<file path="config.mk">
export PLATFORM = sky130hd
export DESIGN_NAME = i2c_codec_responder
export DESIGN_NICKNAME = d
export VERILOG_FILES = /design/src/rtl/i2c_codec_responder.sv
export SDC_FILE = /design/constraint.sdc
export NUM_CORES = 1
export LEC_CHECK = 0
export CAP_MARGIN = 20
export CORE_ASPECT_RATIO = 0.7
export CORE_MARGIN = 4
export CORE_UTILIZATION = 45
export CTS_CLUSTER_DIAMETER = 60
export DETAILED_ROUTE_END_ITERATION = 10
export GPL_TIMING_DRIVEN = 1
export PLACE_DENSITY = 0.62
export SKIP_CTS_REPAIR_TIMING = 1
export SYNTH_ARGS = -nofsm -noshare
export SYNTH_HDL_FRONTEND = slang
export SYNTH_SLANG_ARGS = --single-unit
</file>
<file path="constraint.sdc">
create_clock -name i_clk -period 13.2 [get_ports i_clk]
set_input_delay 2.64 -clock i_clk [delete_from_list [all_inputs] [get_ports i_clk]]
set_output_delay 2.64 -clock i_clk [all_outputs]
set_load 0.02 [all_outputs]
</file>
<file path="src/rtl/i2c_codec_responder.sv">
// I2C write-only target emulating a WM8731-style codec control port.
// Decodes {dev addr, reg/data[8], data[7:0]} writes into a 16 x 9-bit register file.
module i2c_codec_responder #(
    parameter logic [6:0] DEV_ADDR    = 7'h1A,
    parameter int         SYNC_STAGES = 2
) (
    input  logic       i_clk,
    input  logic       i_rst,
    input  logic       i_scl,
    input  logic       i_sda,
    output logic       o_sda_oe,
    output logic       o_wr_valid,
    output logic [3:0] o_wr_addr,
    output logic [8:0] o_wr_data,
    input  logic [3:0] i_rd_addr,
    output logic [8:0] o_rd_data,
    output logic       o_busy
);

    typedef enum logic [2:0] {
        S_IDLE,
        S_ADDR,
        S_ACK_ADDR,
        S_BYTE1,
        S_ACK1,
        S_BYTE2,
        S_ACK2,
        S_IGNORE
    } state_t;

    state_t state, state_next;

    logic [SYNC_STAGES-1:0] scl_sync, sda_sync;
    logic       scl_prev, sda_prev;
    logic       scl, sda;
    logic       scl_rise, scl_fall, start_cond, stop_cond;
    logic [2:0] bit_cnt, bit_cnt_next;
    logic [7:0] shift, shift_next;
    logic [7:0] byte1, byte1_next;
    logic [7:0] full_byte;
    logic       oe_next, busy_next, commit;
    logic [3:0] reg_idx;
    logic [8:0] reg_data;
    logic [8:0] regs [16];

    // Synchronizers idle high so reset release never fakes a START.
    always_ff @(posedge i_clk or posedge i_rst) begin
        if (i_rst) begin
            scl_sync <= '1;
            sda_sync <= '1;
            scl_prev <= 1'b1;
            sda_prev <= 1'b1;
        end else begin
            scl_sync <= {scl_sync[SYNC_STAGES-2:0], i_scl};
            sda_sync <= {sda_sync[SYNC_STAGES-2:0], i_sda};
            scl_prev <= scl;
            sda_prev <= sda;
        end
    end

    assign scl      = scl_sync[SYNC_STAGES-1];
    assign sda      = sda_sync[SYNC_STAGES-1];
    assign scl_rise = scl & ~scl_prev;
    assign scl_fall = ~scl & scl_prev;
    // SCL must be stable high across the sample, so a joint SCL/SDA change is plain data.
    assign start_cond = scl & scl_prev & sda_prev & ~sda;
    assign stop_cond  = scl & scl_prev & ~sda_prev & sda;

    assign full_byte = {shift[6:0], sda};
    assign reg_idx   = byte1[4:1];
    assign reg_data  = {byte1[0], shift};

    always_ff @(posedge i_clk or posedge i_rst) begin
        if (i_rst) begin
            state    <= S_IDLE;
            bit_cnt  <= '0;
            shift    <= '0;
            byte1    <= '0;
            o_sda_oe <= 1'b0;
            o_busy   <= 1'b0;
        end else begin
            state    <= state_next;
            bit_cnt  <= bit_cnt_next;
            shift    <= shift_next;
            byte1    <= byte1_next;
            o_sda_oe <= oe_next;
            o_busy   <= busy_next;
        end
    end

    always_comb begin
        state_next   = state;
        bit_cnt_next = bit_cnt;
        shift_next   = shift;
        byte1_next   = byte1;
        oe_next      = o_sda_oe;
        busy_next    = o_busy;
        commit       = 1'b0;
        if (start_cond) begin
            state_next   = S_ADDR;
            bit_cnt_next = '0;
            shift_next   = '0;
            oe_next      = 1'b0;
            busy_next    = 1'b0;
        end else if (stop_cond) begin
            state_next = S_IDLE;
            oe_next    = 1'b0;
            busy_next  = 1'b0;
        end else begin
            case (state)
                S_ADDR, S_BYTE1, S_BYTE2: begin
                    if (scl_rise) begin
                        shift_next   = full_byte;
                        bit_cnt_next = bit_cnt + 3'd1;
                        if (bit_cnt == 3'd7) begin
                            if (state == S_ADDR) begin
                                state_next = (full_byte == {DEV_ADDR, 1'b0}) ? S_ACK_ADDR : S_IGNORE;
                            end else if (state == S_BYTE1) begin
                                byte1_next = full_byte;
                                state_next = S_ACK1;
                            end else begin
                                state_next = S_ACK2;
                            end
                        end
                    end
                end
                // First SCL fall after the 8th bit pulls SDA; the next one ends the ACK clock.
                S_ACK_ADDR, S_ACK1, S_ACK2: begin
                    if (scl_fall) begin
                        if (!o_sda_oe) begin
                            oe_next = 1'b1;
                            if (state == S_ACK_ADDR) begin
                                busy_next = 1'b1;
                            end
                        end else begin
                            oe_next      = 1'b0;
                            bit_cnt_next = '0;
                            case (state)
                                S_ACK_ADDR: state_next = S_BYTE1;
                                S_ACK1:     state_next = S_BYTE2;
                                default: begin
                                    state_next = S_IGNORE;
                                    commit     = 1'b1;
                                end
                            endcase
                        end
                    end
                end
                default: ;
            endcase
        end
    end

    // A write to register 15 is the codec reset: it wipes the whole file, itself included.
    always_ff @(posedge i_clk or posedge i_rst) begin
        if (i_rst) begin
            o_wr_valid <= 1'b0;
            o_wr_addr  <= '0;
            o_wr_data  <= '0;
            for (int i = 0; i < 16; i++) begin
                regs[i] <= '0;
            end
        end else begin
            o_wr_valid <= 1'b0;
            if (commit && byte1[7:5] == 3'b000) begin
                o_wr_valid <= 1'b1;
                o_wr_addr  <= reg_idx;
                o_wr_data  <= reg_data;
                if (reg_idx == 4'hF) begin
                    for (int i = 0; i < 16; i++) begin
                        regs[i] <= '0;
                    end
                end else begin
                    regs[reg_idx] <= reg_data;
                end
            end
        end
    end

    assign o_rd_data = regs[i_rd_addr];

endmodule

</file>
==> impl_metrics.json <==
{
  "route.antenna.remaining_nets": 0,
  "power.share.sequential_pct": 49.6,
  "synth_seq_cells": 188,
  "grt_pass1_wl_um": 35700,
  "n_fill_cell": 1523,
  "multi_input_area_sq_um": 3600,
  "htree_levels": 4,
  "synth_nets": 698,
  "portBuffers": 32,
  "reg2reg_depth": 5,
  "regToRegEndpoint": "regs[28]$_DFFE_PP0P_",
  "p_leak_nw": 4.30,
  "synth_edf_count": 0,
  "regArea_sq_um": 4710,
  "cp_top_family": "buffers and inverters",
  "die_y_um": 124,
  "netlist_instances": 688,
  "dr.pass1.iters": 5,
  "cts_tree": "yes",
  "cap_violations": 0,
  "crit_slowest_cell": "nor2b_1",
  "comb_power_share_pct": 5.6,
  "die_width_um": 173,
  "ir_worst_vdd_mv": 0.0850,
  "root_buffer": "clkbuf_16",
  "setup_ws_ps": 5640,
  "start_kind": "primary input",
  "max-slew-margin-rel_pct": 31.3,
  "diodes": 0,
  "cp_cell_sequence": "clkdlybuf4s50_1 -> nor2b_1 -> a22oi_1 -> nand2_1 -> clkdlybuf4s50_1",
  "synth_area_leader_cell": "dfrtp_1",
  "r2r_slack_ps": 10360,
  "p_sw_share_pct": 23.8,
  "viasPerCell": 6.23,
  "place_ws_ps": 5620,
  "power.clock.fraction_pct": 44.8,
  "gp_congestion": 0.785,
  "clockBufferDepth": 2,
  "wl_per_cell_um": 23.4,
  "dp_hpwl_um": 14100,
  "nNetsFinal": 701,
  "worst_hold_path.endpoint": "scl_sync[1]$_DFF_PP1_",
  "tns_ps": 0,
  "ys_types": 51,
  "p_sw_mw": 0.297,
  "cp_max_fo": 9,
  "synthFlopType": "dfrtp_1",
  "r2r_start": "scl_prev$_DFF_PP1_",
  "final-setup-viol-count": 0,
  "yosysWarnings": 0,
  "drt_iter0_drc": 589,
  "die_area_sq_um": 21400,
  "overflow": 0,
  "initial_utilization_pct": 46.7,
  "p_int_mw": 0.949,
  "hold_depth": 0,
  "synth_top_area_share_pct": 53.1,
  "finClkSkew_ps": 9.18,
  "met3_usage_pct": 5.07,
  "async_reset_ff_share_pct": 100,
  "critPathKind": "in2out",
  "cts_buffers": 17,
  "worstPathRequired_ps": 10560,
  "clkTransAtPathRegs_ps": 70,
  "yosys-top-cells-area": "dfrtp_1 53%, a22o_1 10%, mux4_2 9.5%, nand2_1 4.0%, nand2b_1 3.0%",
  "wl_um": 21900,
  "drc": 0,
  "hold_path_class": "reg2reg",
  "fmax_mhz": 132,
  "crit_arrival_ps": 4920,
  "rows": 41,
  "rsz0062_at_grt": "false",
  "grt_pass1_vias": 6142,
  "grt_max_degree": 107,
  "cts_sinks": 188,
  "critPathMaxStageDelay_ps": 780,
  "report.final.slew_viol_count": 0,
  "io-pin-count": 33,
  "clock_latency_ps": 430,
  "worstMarginPinSlew_ps": 1030,
  "cp-end-kind": "output pin",
  "min_from": "scl_sync[0]$_DFF_PP1_",
  "powerDensity_nw_per_um2": 129,
  "hold_viol_final": 0,
  "ys_seq_area_share_pct": 54.9,
  "drive_above_1_share_pct": 16.8,
  "crit_buf_inv": 2,
  "status": "finished, final reports clean",
  "cp_common_cell": "clkdlybuf4s50_1",
  "grt_use_met2_pct": 33.2,
  "period_needed_ps": 7560,
  "period_share_pct": 57.3,
  "antenna_found_initial": 0,
  "gr-max-usage-layer": "met2",
  "grt.total_usage_pct": 21.6,
  "coreArea_sq_um": 18400,
  "netlist_area_sq_um": 8580,
  "num_vias": 5848,
  "synth_area_per_cell_sq_um": 12.5,
  "grtUsageMet1_pct": 31.8,
  "area_growth_pct": 12.6
}
-- state kept, by name, indices dropped and copies added, names as in the netlist --
signal,flops
bit_cnt,3
byte1,8
o_busy,1
o_sda_oe,1
o_wr_addr,4
o_wr_data,9
o_wr_valid,1
regs,144
scl_prev,1
scl_sync,2
sda_prev,1
sda_sync,2
shift,8
state,3
-- cell families (layout without fill, tap and decap cells) --
logic type / Yosys count / count (layout) / share of synthesized area [%]
AOI/OAI and AO/OA: 171 / 171 / 15.7
xor gates and xnor gates: 6 / 6 / 0.613
adders and majority gates: 2 / 2 / 0.292
buffers and inverters: 60 / 75 / 3.05
DFF: 188 / 188 / 54.9
muxes: 51 / 51 / 11.3
and+or+nand+nor: 210 / 210 / 14.1
-- area by class of cell --
cell class	instances	area share, %
clock buffer	18	4.55
multi-input combinational	440	37.3
inverter	6	0.311
tap	236	3.06
sequential	188	48.8
timing repair buffer	38	3.94
clock inverter	13	2.05
-- power by group through the flow --
stage          clock network (mW)  logic (mW)  registers, mW
2_1_floorplan                   0      0.0658          0.602
5_1_grt                     0.590      0.0791          0.621
3_5_place_dp                    0      0.0704          0.629
3_3_place_gp                    0      0.0671          0.628
4_1_cts                     0.564      0.0705          0.618
6_report                    0.558      0.0702          0.618
-- cell usage after synthesis (all sizes together) (3+ instances only) --
cell and n:
nor2b 3, inv 6, mux2i 7, o211ai 4, nand4 8, dfrtp 182
nor3 14, nor2 20, or2 3, mux4 36, o21ai 40, clkbuf 35
nand2 91, a22oi 18, mux2 8, a21oi 4, and2 11, nand2b 41
xnor2 4, and3 5, dfstp 6, buf 19, a22o 101
-- per-layer routing --
metal | routed length, um | share of wire (%) | up-vias
met2 | 9840 | 45 | 233
met3 | 1520 | 6.9 | 17
met4 | 148 | 0.67 | 0
li1 | - | - | 2532
met5 | 0 | 0 | -
met1 | 10400 | 48 | 3066
-- stage by stage --
| step | hold WS, ps | util [%] | power, mW | cells | instance area, sq um |
|---|---|---|---|---|---|
| after floorplan | 345 | - | 0.668 | 688 | 8580 |
| after global placement | 346 | 49.0 | 0.696 | 907 | 8990 |
| after detailed placement | 348 | 49.0 | 0.699 | 907 | 8990 |
| after CTS | 358 | 52.4 | 1.25 | 938 | 9630 |
| after global routing | 364 | 52.6 | 1.29 | 939 | 9660 |
| final | 357 | 52.6 | 1.25 | 939 | 9660 |
-- cell usage in the layout, fill, tap and decap left out, types with 4 or more instances in the layout --
cell type / instances
clkinv_2: 5
nand4_1: 4
mux2_2: 8
a21oi_1: 4
nor3_4: 6
xnor2_1: 4
dfstp_2: 6
a22oi_1: 18
nand2b_1: 41
and3_1: 5
mux4_2: 36
and2_1: 11
clkbuf_16: 17
clkdlybuf4s50_1: 31
mux2i_1: 7
a22o_1: 101
nor3_2: 5
bufinv_16: 5
o21ai_0: 38
nand4_2: 4
dfrtp_1: 182
nand2_1: 91
buf_4: 5
inv_1: 4
nor2_1: 20
-- worst max-delay path by stage --
stage	end	startpoint	depth (start not counted)
floorplan	bit_cnt[0]$_DFFE_PP0P_	i_rst	1
global placement	o_rd_data[7]	i_rd_addr[1]	6
detailed placement	o_rd_data[7]	i_rd_addr[1]	6
CTS	o_rd_data[7]	i_rd_addr[1]	6
global route	o_rd_data[7]	i_rd_addr[0]	6
finish	o_rd_data[7]	i_rd_addr[2]	5
No activity file was read; power rests on OpenSTA's default activity.
